**src/rtl/peripheral_mult_seq.sv**
```systemverilog
// peripheral_mult_seq: memory-mapped sequential (shift-add, radix-2) multiplier
// on the J1 16-bit I/O bus. Operands are the low WIDTH bits of the A and B
// registers; the product is delivered as a 32-bit RES_HI/RES_LO pair.
// Optional signed mode works on magnitudes and re-applies the sign at the end.
module peripheral_mult_seq #(
   parameter int WIDTH     = 16,
   parameter bit SIGNED_EN = 1'b1
) (
   input  logic        clk,
   input  logic        rst,
   input  logic [15:0] d_in,
   input  logic        cs,
   input  logic [3:0]  addr,
   input  logic        rd,
   input  logic        wr,
   output logic [15:0] d_out,
   output logic        irq
);

   // Product width and bit-counter width.
   localparam int PW = 2 * WIDTH;
   localparam int CW = $clog2(WIDTH + 1);

   localparam logic [WIDTH-1:0] ONE_W = WIDTH'(1);
   localparam logic [PW-1:0]    ONE_P = PW'(1);

   // FSM encoding.
   localparam logic [1:0] S_IDLE = 2'd0;
   localparam logic [1:0] S_CALC = 2'd1;
   localparam logic [1:0] S_DONE = 2'd2;

   // Register map.
   localparam logic [3:0] ADDR_A      = 4'h0;
   localparam logic [3:0] ADDR_B      = 4'h2;
   localparam logic [3:0] ADDR_CTRL   = 4'h4;
   localparam logic [3:0] ADDR_STATUS = 4'h6;
   localparam logic [3:0] ADDR_RES_HI = 4'h8;
   localparam logic [3:0] ADDR_RES_LO = 4'hA;

   // Bus-visible registers.
   logic [15:0] a_q, a_d;
   logic [15:0] b_q, b_d;
   logic        ie_q, ie_d;
   logic        sgn_q, sgn_d;
   logic        ovr_q, ovr_d;
   logic [31:0] result_q, result_d;
   logic        done_q, done_d;
   logic [15:0] dout_q, dout_d;

   // Engine state.
   logic [1:0]       state_q, state_d;
   logic [PW-1:0]    mcand_q, mcand_d;
   logic [WIDTH-1:0] mplier_q, mplier_d;
   logic [PW-1:0]    acc_q, acc_d;
   logic [CW-1:0]    cnt_q, cnt_d;
   logic             neg_q, neg_d;
   logic             mode_q, mode_d;

   // Bus decode.
   logic wr_en, rd_en;
   logic wr_a, wr_b, wr_ctrl;
   logic start_req, busy, overrun;
   logic mode_new;

   assign wr_en     = cs && wr;
   assign rd_en     = cs && rd;
   assign wr_a      = wr_en && (addr == ADDR_A);
   assign wr_b      = wr_en && (addr == ADDR_B);
   assign wr_ctrl   = wr_en && (addr == ADDR_CTRL);
   assign busy      = (state_q == S_CALC);
   assign start_req = wr_ctrl && d_in[0];
   assign overrun   = start_req && busy;
   // The signed bit of the start write itself selects the mode of that run.
   assign mode_new  = SIGNED_EN & d_in[1];

   // Operand preparation: in signed mode take magnitudes and remember the sign.
   // The most-negative value negates to itself, which is its correct magnitude
   // when read as unsigned.
   logic [WIDTH-1:0] op_a, op_b, mag_a, mag_b;
   logic             neg_a, neg_b;

   assign op_a  = a_q[WIDTH-1:0];
   assign op_b  = b_q[WIDTH-1:0];
   assign neg_a = mode_new & op_a[WIDTH-1];
   assign neg_b = mode_new & op_b[WIDTH-1];
   assign mag_a = neg_a ? (~op_a + ONE_W) : op_a;
   assign mag_b = neg_b ? (~op_b + ONE_W) : op_b;

   // Shift-add step and final sign restoration.
   logic [PW-1:0] add_term, acc_sum, prod_final;
   logic [31:0]   result_ext;
   logic          last_bit;

   assign add_term   = mplier_q[0] ? mcand_q : '0;
   assign acc_sum    = acc_q + add_term;
   assign last_bit   = (cnt_q == CW'(1));
   assign prod_final = neg_q ? (~acc_sum + ONE_P) : acc_sum;
   assign result_ext = mode_q ? 32'(signed'(prod_final)) : 32'(prod_final);

   // Next-state for the CPU-writable registers and the sticky overrun flag.
   always_comb begin
      a_d   = a_q;
      b_d   = b_q;
      ie_d  = ie_q;
      sgn_d = sgn_q;
      ovr_d = ovr_q;
      if (wr_a) begin
         a_d = d_in;
      end
      if (wr_b) begin
         b_d = d_in;
      end
      if (wr_ctrl) begin
         sgn_d = mode_new;
         ie_d  = d_in[3];
      end
      // A start that collides with a running operation wins over clr_ovr.
      if (overrun) begin
         ovr_d = 1'b1;
      end else if (wr_ctrl && d_in[2]) begin
         ovr_d = 1'b0;
      end
   end

   // Next-state for the multiply FSM, datapath and the result/done pair.
   always_comb begin
      state_d  = state_q;
      mcand_d  = mcand_q;
      mplier_d = mplier_q;
      acc_d    = acc_q;
      cnt_d    = cnt_q;
      neg_d    = neg_q;
      mode_d   = mode_q;
      result_d = result_q;
      done_d   = done_q;
      case (state_q)
         S_IDLE, S_DONE: begin
            if (start_req) begin
               mcand_d  = PW'(mag_a);
               mplier_d = mag_b;
               acc_d    = '0;
               cnt_d    = CW'(WIDTH);
               neg_d    = neg_a ^ neg_b;
               mode_d   = mode_new;
               done_d   = 1'b0;
               state_d  = S_CALC;
            end
         end
         S_CALC: begin
            acc_d    = acc_sum;
            mcand_d  = mcand_q << 1;
            mplier_d = mplier_q >> 1;
            cnt_d    = cnt_q - CW'(1);
            // Result is only published once complete, so reads never see a
            // partial product.
            if (last_bit) begin
               result_d = result_ext;
               done_d   = 1'b1;
               state_d  = S_DONE;
            end
         end
         default: begin
            state_d = S_IDLE;
         end
      endcase
   end

   // Read mux; unmapped addresses and idle cycles return zero.
   always_comb begin
      dout_d = '0;
      if (rd_en) begin
         case (addr)
            ADDR_A:      dout_d = a_q;
            ADDR_B:      dout_d = b_q;
            ADDR_CTRL:   dout_d = {12'b0, ie_q, 1'b0, sgn_q, 1'b0};
            ADDR_STATUS: dout_d = {13'b0, ovr_q, busy, done_q};
            ADDR_RES_HI: dout_d = result_q[31:16];
            ADDR_RES_LO: dout_d = result_q[15:0];
            default:     dout_d = '0;
         endcase
      end
   end

   // Register bank update with active-low synchronous reset.
   always_ff @(posedge clk) begin
      if (!rst) begin
         a_q   <= '0;
         b_q   <= '0;
         ie_q  <= 1'b0;
         sgn_q <= 1'b0;
         ovr_q <= 1'b0;
      end else begin
         a_q   <= a_d;
         b_q   <= b_d;
         ie_q  <= ie_d;
         sgn_q <= sgn_d;
         ovr_q <= ovr_d;
      end
   end

   // Engine and result registers; reset abandons any computation in flight.
   always_ff @(posedge clk) begin
      if (!rst) begin
         state_q  <= S_IDLE;
         mcand_q  <= '0;
         mplier_q <= '0;
         acc_q    <= '0;
         cnt_q    <= '0;
         neg_q    <= 1'b0;
         mode_q   <= 1'b0;
         result_q <= '0;
         done_q   <= 1'b0;
      end else begin
         state_q  <= state_d;
         mcand_q  <= mcand_d;
         mplier_q <= mplier_d;
         acc_q    <= acc_d;
         cnt_q    <= cnt_d;
         neg_q    <= neg_d;
         mode_q   <= mode_d;
         result_q <= result_d;
         done_q   <= done_d;
      end
   end

   // Registered read data: one cycle of read latency.
   always_ff @(posedge clk) begin
      if (!rst) begin
         dout_q <= '0;
      end else begin
         dout_q <= dout_d;
      end
   end

   assign d_out = dout_q;
   assign irq   = done_q & ie_q;

endmodule

```
**config.mk**
```make
export PLATFORM = sky130hd
export DESIGN_NAME = peripheral_mult_seq
export DESIGN_NICKNAME = d
export VERILOG_FILES = /design/src/rtl/peripheral_mult_seq.sv
export SDC_FILE = /design/constraint.sdc
export NUM_CORES = 1
export LEC_CHECK = 0
export CAP_MARGIN = 10
export CORE_ASPECT_RATIO = 1.25
export CORE_MARGIN = 10
export CORE_UTILIZATION = 35
export CTS_CLUSTER_DIAMETER = 60
export DETAILED_ROUTE_END_ITERATION = 16
export DONT_BUFFER_PORTS = 1
export PLACE_DENSITY = 0.58
export SLEW_MARGIN = 5
export SYNTH_ARGS = -nofsm -noshare
export SYNTH_HDL_FRONTEND = slang
export SYNTH_SLANG_ARGS = --single-unit
```
**constraint.sdc**
```tcl
create_clock -name clk -period 3.9 [get_ports clk]
set_input_delay 0.78 -clock clk [delete_from_list [all_inputs] [get_ports clk]]
set_output_delay 0.78 -clock clk [all_outputs]
set_load 0.03 [all_outputs]
```
==> results of run 1 <==
-- cell type report --
type                       count  area, µm²  area share
inverter                      21       81.3     0.00722
clock inverter                15        225      0.0200
timing repair buffer          68        523      0.0464
clock buffer                  17        425      0.0378
multi-input combinational   1006       6130       0.544
tap                          350        438      0.0389
sequential                   172       3440       0.306
-- cells by family after synthesis --
family / Yosys count / share of synthesized area
flops: 172 / 0.350
compound gates: 386 / 0.249
buf+inv: 104 / 0.0415
xor+xnor: 75 / 0.0675
mux: 9 / 0.00915
fa+ha+maj: 37 / 0.0478
simple gates: 499 / 0.236
-- worst max-delay path: stages (launching register included) --
cell,delay [ns]
dfxtp_2,0.35
buf_4,0.19
and2_1,0.15
ha_1,0.36
a21oi_1,0.18
o211a_2,0.20
a31oi_1,0.13
or3_4,0.42
xor2_2,0.16
or4b_4,0.57
nor4_4,0.21
buf_4,0.19
nand2_2,0.06
or3_1,0.33
a31oi_1,0.15
-- Yosys cell counts (all sizes together) (8+ instances only) --
cell type / number
dfxtp: 172
a21o: 8
or3: 8
a211oi: 26
buf: 11
nor2: 139
xnor2: 47
a21oi: 156
ha: 36
nand3: 53
nor3: 26
mux2i: 9
inv: 20
xor2: 28
nor4: 13
clkbuf: 72
a221oi: 16
and2: 41
a31oi: 25
nand2: 178
a22oi: 56
o21ai: 51
-- flip-flops by register name, indices dropped and copies added, names as in the netlist, 2 cells and up --
name      count
a_q          16
acc_q        32
cnt_q         5
result_q     32
state_q       2
mplier_q     16
d_out        16
b_q          16
mcand_q      32
-- power by group --
part,switching [mW],total [mW],internal (mW)
Sequential,0.00578,1.76,1.76
Combinational,0.0514,0.0673,0.0158
Clock,0.861,1.86,0.994
Total,0.918,3.69,2.77
-- worst paths after layout --
path	to	cells after the start	slack [ns]	start
worst max-delay path	result_q[28]$_SDFFE_PN0P_	14	0.16	mplier_q[0]$_SDFFE_PN0P_
worst min-delay path	a_q[13]$_SDFFE_PN0P_	2	0.46	d_in[13]
worst max register to register	result_q[28]$_SDFFE_PN0P_	14	0.16	mplier_q[0]$_SDFFE_PN0P_
worst min register to register	result_q[0]$_SDFFE_PN0P_	2	0.46	result_q[0]$_SDFFE_PN0P_
-- through the flow --
| stage | setup slack [ns] | instances | utilization | cell area [µm²] |
|---|---|---|---|---|
| after CTS | 0.000802 | 1648 | 0.404 | 11200 |
| after global routing | -0.0212 | 1649 | 0.407 | 11300 |
| after floorplan | 0.0985 | 1282 | - | 9850 |
| final | 0.159 | 1649 | 0.407 | 11300 |
| after global placement | 0.0188 | 1616 | 0.380 | 10500 |
| after detailed placement | -0.0937 | 1616 | 0.380 | 10500 |
-- layer usage --
layer | up-vias | track usage | wire [µm]
li1 | 4589 | - | -
met1 | 4440 | 0.205 | 12600
met2 | 209 | 0.298 | 15600
met3 | 42 | 0.0255 | 1230
met4 | 0 | 0.0619 | 754
met5 | - | 0 | 0
-- timing repair --
action,in CTS,in global routing
gates cloned,0,0
buffers inserted,0,1
pin swaps,0,3
endpoints found under the setup margin,5,18
resized for setup,3,19
==> impl_results.md, run 1 <==
- Status: finished, final reports clean
- Clock skew: 0.0125 ns
- Total vias in the final route: ~9300
- Crit path capture type: register
- Register area share after synthesis: 0.350
- Die area: between 0.03 and 0.04 mm²
- Synth top area cells: dfxtp_1 (35%), a21oi_1 (7.9%), nand2_1 (6.7%)
- Syn Area/Cell: 7.68 µm²
- Initial Utilization: 0.356
- Die X: between 150 and 200 µm
- Pwr dens: 327 mW/mm²
- Gr usage total: 0.170
- # clock sinks: 172
- Yosys warns: 0
- First DRT Iteration DRCs: 625
- Crit path launch type: register
- Dominant synthesized flop cell: dfxtp_1
- Fin. max-slew vios: 0
- Worst-skew pair later-pin latency: 0.45 ns
- Slew margin rel.: 0.213
- Seq cells post-synth: 172
- First-pass GRT wire length: a little under 50000 µm
- Residual DRC count: 0
- WL final: 30200 µm
- WP data arrival: slightly above 4 ns
- Initial antenna violation count: 0
- P&R area growth vs syn: 14.4%
- Syn Inst Count: 1282
- Worst-path fanout max: 14
- Most frequent cells in the layout: nand2_1 (177), dfxtp_1 (171), a21oi_1 (152)
- Critical Path RT: 4.27 ns
- Mapped cell area: 0.00985 mm²
- Crit path kind: register to register
- Nets: 1348
- Total iterations of the first detailed-routing run: 6
- Endpoints failing hold: 0
- CTS tree: yes
- Library cells used by synthesis: 72
- Via density per instance: about 5.6
- Filler cell count: 2854
- Worst min path class: input pin to register
- Area leader, netlist: dfxtp_1
- Count of flip-flops with a built-in enable after synthesis: 0
- Layout cell share with drive strength beyond 1: 0.117
- Routed Antenna Nets: 0
- Slew @ Worst Pin: 1.18 ns
- Fin crit share: 0.959
- CTS Buf Count: 17
- Max Fclk: 267 MHz
- VDD IR max: 232 µV
- HPWL after DPL: ~22000 µm
- CTS root buf: clkbuf_16
- Synth top area share: 0.350
- Tightest hold margin: 0.456 ns
- Placer Congestion: between 0.9 and 1
- Grt ovf: 0
- Vias in the first global route: 8981
- # hold bufs at CTS: 0
- Most common cell after layout, fill and taps aside: nand2_1
- Row cnt: 68
- Reg clk slew, reported paths: 0.08 ns
- Period minus WS final: 3.74 ns
- Fin Setup TNS: 0 ns
- LEAKAGE: 3.96 nW
- H-tree levels: 4
- Worst-case clock buffer depth: 2
- Total core area: 0.0277 mm²
- Die H: 208 µm
- Largest net degree at the start of global routing: ~100
- Synth async-reset ratio: 0
- Syn_nets: 1344
- MaxCap Viol Count: 0
- Avg WL per Cell: 18.3 µm
- Ports: 42
- Final setup fails: 0
- Ant. Diodes: 0
- Design Power: 3.69 mW
- Port bufs: 0
Power figures use the tool's default switching activity.
==> run 2: changes to the inputs <==
--- a/config.mk
+++ b/config.mk
@@ -11,8 +11,7 @@
 export CORE_UTILIZATION = 35
 export CTS_CLUSTER_DIAMETER = 60
 export DETAILED_ROUTE_END_ITERATION = 16
-export DONT_BUFFER_PORTS = 1
-export PLACE_DENSITY = 0.58
+export PLACE_DENSITY = 0.6
 export SLEW_MARGIN = 5
 export SYNTH_ARGS = -nofsm -noshare
 export SYNTH_HDL_FRONTEND = slang
==> impl_results.md, run 2 (synthesis results as in run 1) <==
- Status: finished, final reports clean
- Top delay family on crit path: simple AND/OR/NAND/NOR gates
- CTS root buf: clkbuf_16
- Max Fclk: 268 MHz
- Total vias in the final route: 9356
- Total iterations of the first detailed-routing run: 5
- CP peak stage delay: 0.56 ns
- Vias in the first global route: 8908
- Gr usage total: 0.164
- Endpoints failing hold: 0
- Fin. max-slew vios: 0
- Biggest regs: acc_q: 32 flops, mcand_q: 32 flops, result_q: 32 flops
- Die X: between 150 and 200 µm
- Ports: 42
- Tightest hold margin: 0.455 ns
- Fin crit share: 0.957
- Most common cell after layout, fill and taps aside: nand2_1
- Cells on worst reg2reg path: 14
- Most frequent cells in the layout: nand2_1 (177), dfxtp_1 (171), a21oi_1 (155)
- First DRT Iteration DRCs: 719
- Total core area: 0.0277 mm²
- # clock sinks: approximately 170
- Initial antenna violation count: 0
- WL final: 29300 µm
- Crit-path cells: buf_12 > and2_1 > ha_1 > and4_4 > o211ai_2 > a31oi_2 > or3_4 > xor2_2 > or4b_4 > nor4_4 > buf_4 > nand2_2 > or3_1 > a31oi_1
- Worst-skew pair later-pin latency: 0.46 ns
- Row cnt: a little under 70
- Grt ovf: 0
- CTS Buf Count: 17
- Crit path kind: register to register
- Clock skew: about 0.016 ns
- Avg WL per Cell: 17.5 µm
- CP bufs+invs: 2
- Reg clk slew, reported paths: 0.07 ns
- Period minus WS final: 3.73 ns
- Slew @ Worst Pin: between 1 and 1.5 ns
- Largest net degree at the start of global routing: 150
- R2R Path Start: mplier_q[0]$_SDFFE_PN0P_
- Hold Path Depth: 2
- Hold Path Origin: result_q[7]$_SDFFE_PN0P_
- P&R area growth vs syn: 17.0%
- Die H: slightly above 200 µm
- Worst min path class: register to register
- MaxCap Viol Count: 0
- Via density per instance: approximately 5.6
- Port bufs: 41
- Ant. Diodes: 0
- Die area: 0.0353 mm²
- H-tree levels: 4
- R2R setup slack: 0.17 ns
- First-pass GRT wire length: ~48000 µm
- Crit path capture type: register
- Crit path launch type: register
- Layout cell share with drive strength beyond 1: 0.101
- Slowest cell on the critical path: or4b_4
- Initial Utilization: 0.356
- # hold bufs at CTS: 0
- Reg-to-Reg End: result_q[28]$_SDFFE_PN0P_
- WP data arrival: 4.10 ns
- Slew margin rel.: 0.254
- Worst hold endpoint: result_q[7]$_SDFFE_PN0P_
- Residual DRC count: 0
- Worst-path fanout max: 30
- Routed Antenna Nets: 0
- Nets: 1375
- LEAKAGE: 4.01 nW
- Placer Congestion: around 0.9
- Pwr dens: between 300 and 400 mW/mm²
- Fin Setup TNS: 0 ns
- VDD IR max: 296 µV
- Worst-case clock buffer depth: 2
- CTS tree: yes
- HPWL after DPL: 21100 µm
- Critical Path RT: 4.27 ns
- Final setup fails: 0
[run 2: layout make-up]
cell class              count  area, µm²
clock buffers              17        425
clock inverters            15        174
fillers                  2793      16100
inverters                  21       81.3
multi-input cells        1006       6110
flip-flops and latches    172       3440
well taps                 350        438
repair buffers             95        853
[run 2: worst max-delay path by stage]
stage               slack, ns  depth (start not counted)                     start                   endpoint
floorplan                 0.1                         14  mplier_q[0]$_SDFFE_PN0P_  result_q[28]$_SDFFE_PN0P_
global placement         0.05                         13  mplier_q[0]$_SDFFE_PN0P_  result_q[28]$_SDFFE_PN0P_
detailed placement      -0.06                         13  mplier_q[0]$_SDFFE_PN0P_  result_q[28]$_SDFFE_PN0P_
CTS                    0.0008                         13  mplier_q[0]$_SDFFE_PN0P_  result_q[29]$_SDFFE_PN0P_
global route            -0.01                         14  mplier_q[0]$_SDFFE_PN0P_  result_q[28]$_SDFFE_PN0P_
finish                   0.17                         14  mplier_q[0]$_SDFFE_PN0P_  result_q[28]$_SDFFE_PN0P_
[run 2: stage by stage]
| stage | setup slack, ns | utilization | cell area [µm²] | power (mW) | instances |
|---|---|---|---|---|---|
| finish | 0.169 | 0.417 | 11500 | 3.63 | 1676 |
| global route | -0.0146 | 0.417 | 11500 | 3.73 | 1676 |
| CTS | 0.000806 | 0.414 | 11400 | 3.65 | 1675 |
| detailed placement | -0.0562 | 0.392 | 10800 | 1.91 | 1641 |
| global placement | 0.0523 | 0.392 | 10800 | 1.91 | 1641 |
| floorplan | 0.0985 | - | 9850 | 1.86 | 1282 |
[run 2: power by group]
part / total [mW] / internal (mW) / switching [mW] / leakage (nW)
Clock: 1.75 / 0.914 / 0.838 / 0.293
Combinational: 0.111 / 0.0386 / 0.0719 / 2.33
Sequential: 1.76 / 1.76 / 0.00550 / 1.39
Total: 3.63 / 2.71 / 0.915 / 4.01
[run 2: metal layers]
layer / track usage / routed length, µm / part of all wire / vias up
met2: 0.265 / 13900 / 0.48 / 222
met4: 0.0577 / 622 / 0.021 / 0
met1: 0.218 / 13500 / 0.46 / 4452
met5: 0 / 0 / 0 / -
met3: 0.0228 / 1220 / 0.041 / 39
li1: - / - / - / 4643
[run 2: what timing repair did]
item,CTS,global route
setup endpoints to repair,4,15
gates resized for setup,0,16
buffers inserted,2,1
pin swaps,1,3
[run 2: worst reg2reg max path: stages, from the launching register on]
cell and delay, ns:
dfxtp_2 0.35, buf_12 0.16, and2_1 0.15, ha_1 0.38, and4_4 0.26, o211ai_2 0.09
a31oi_2 0.14, or3_4 0.40, xor2_2 0.16, or4b_4 0.56, nor4_4 0.27, buf_4 0.19
nand2_2 0.06, or3_1 0.34, a31oi_1 0.16
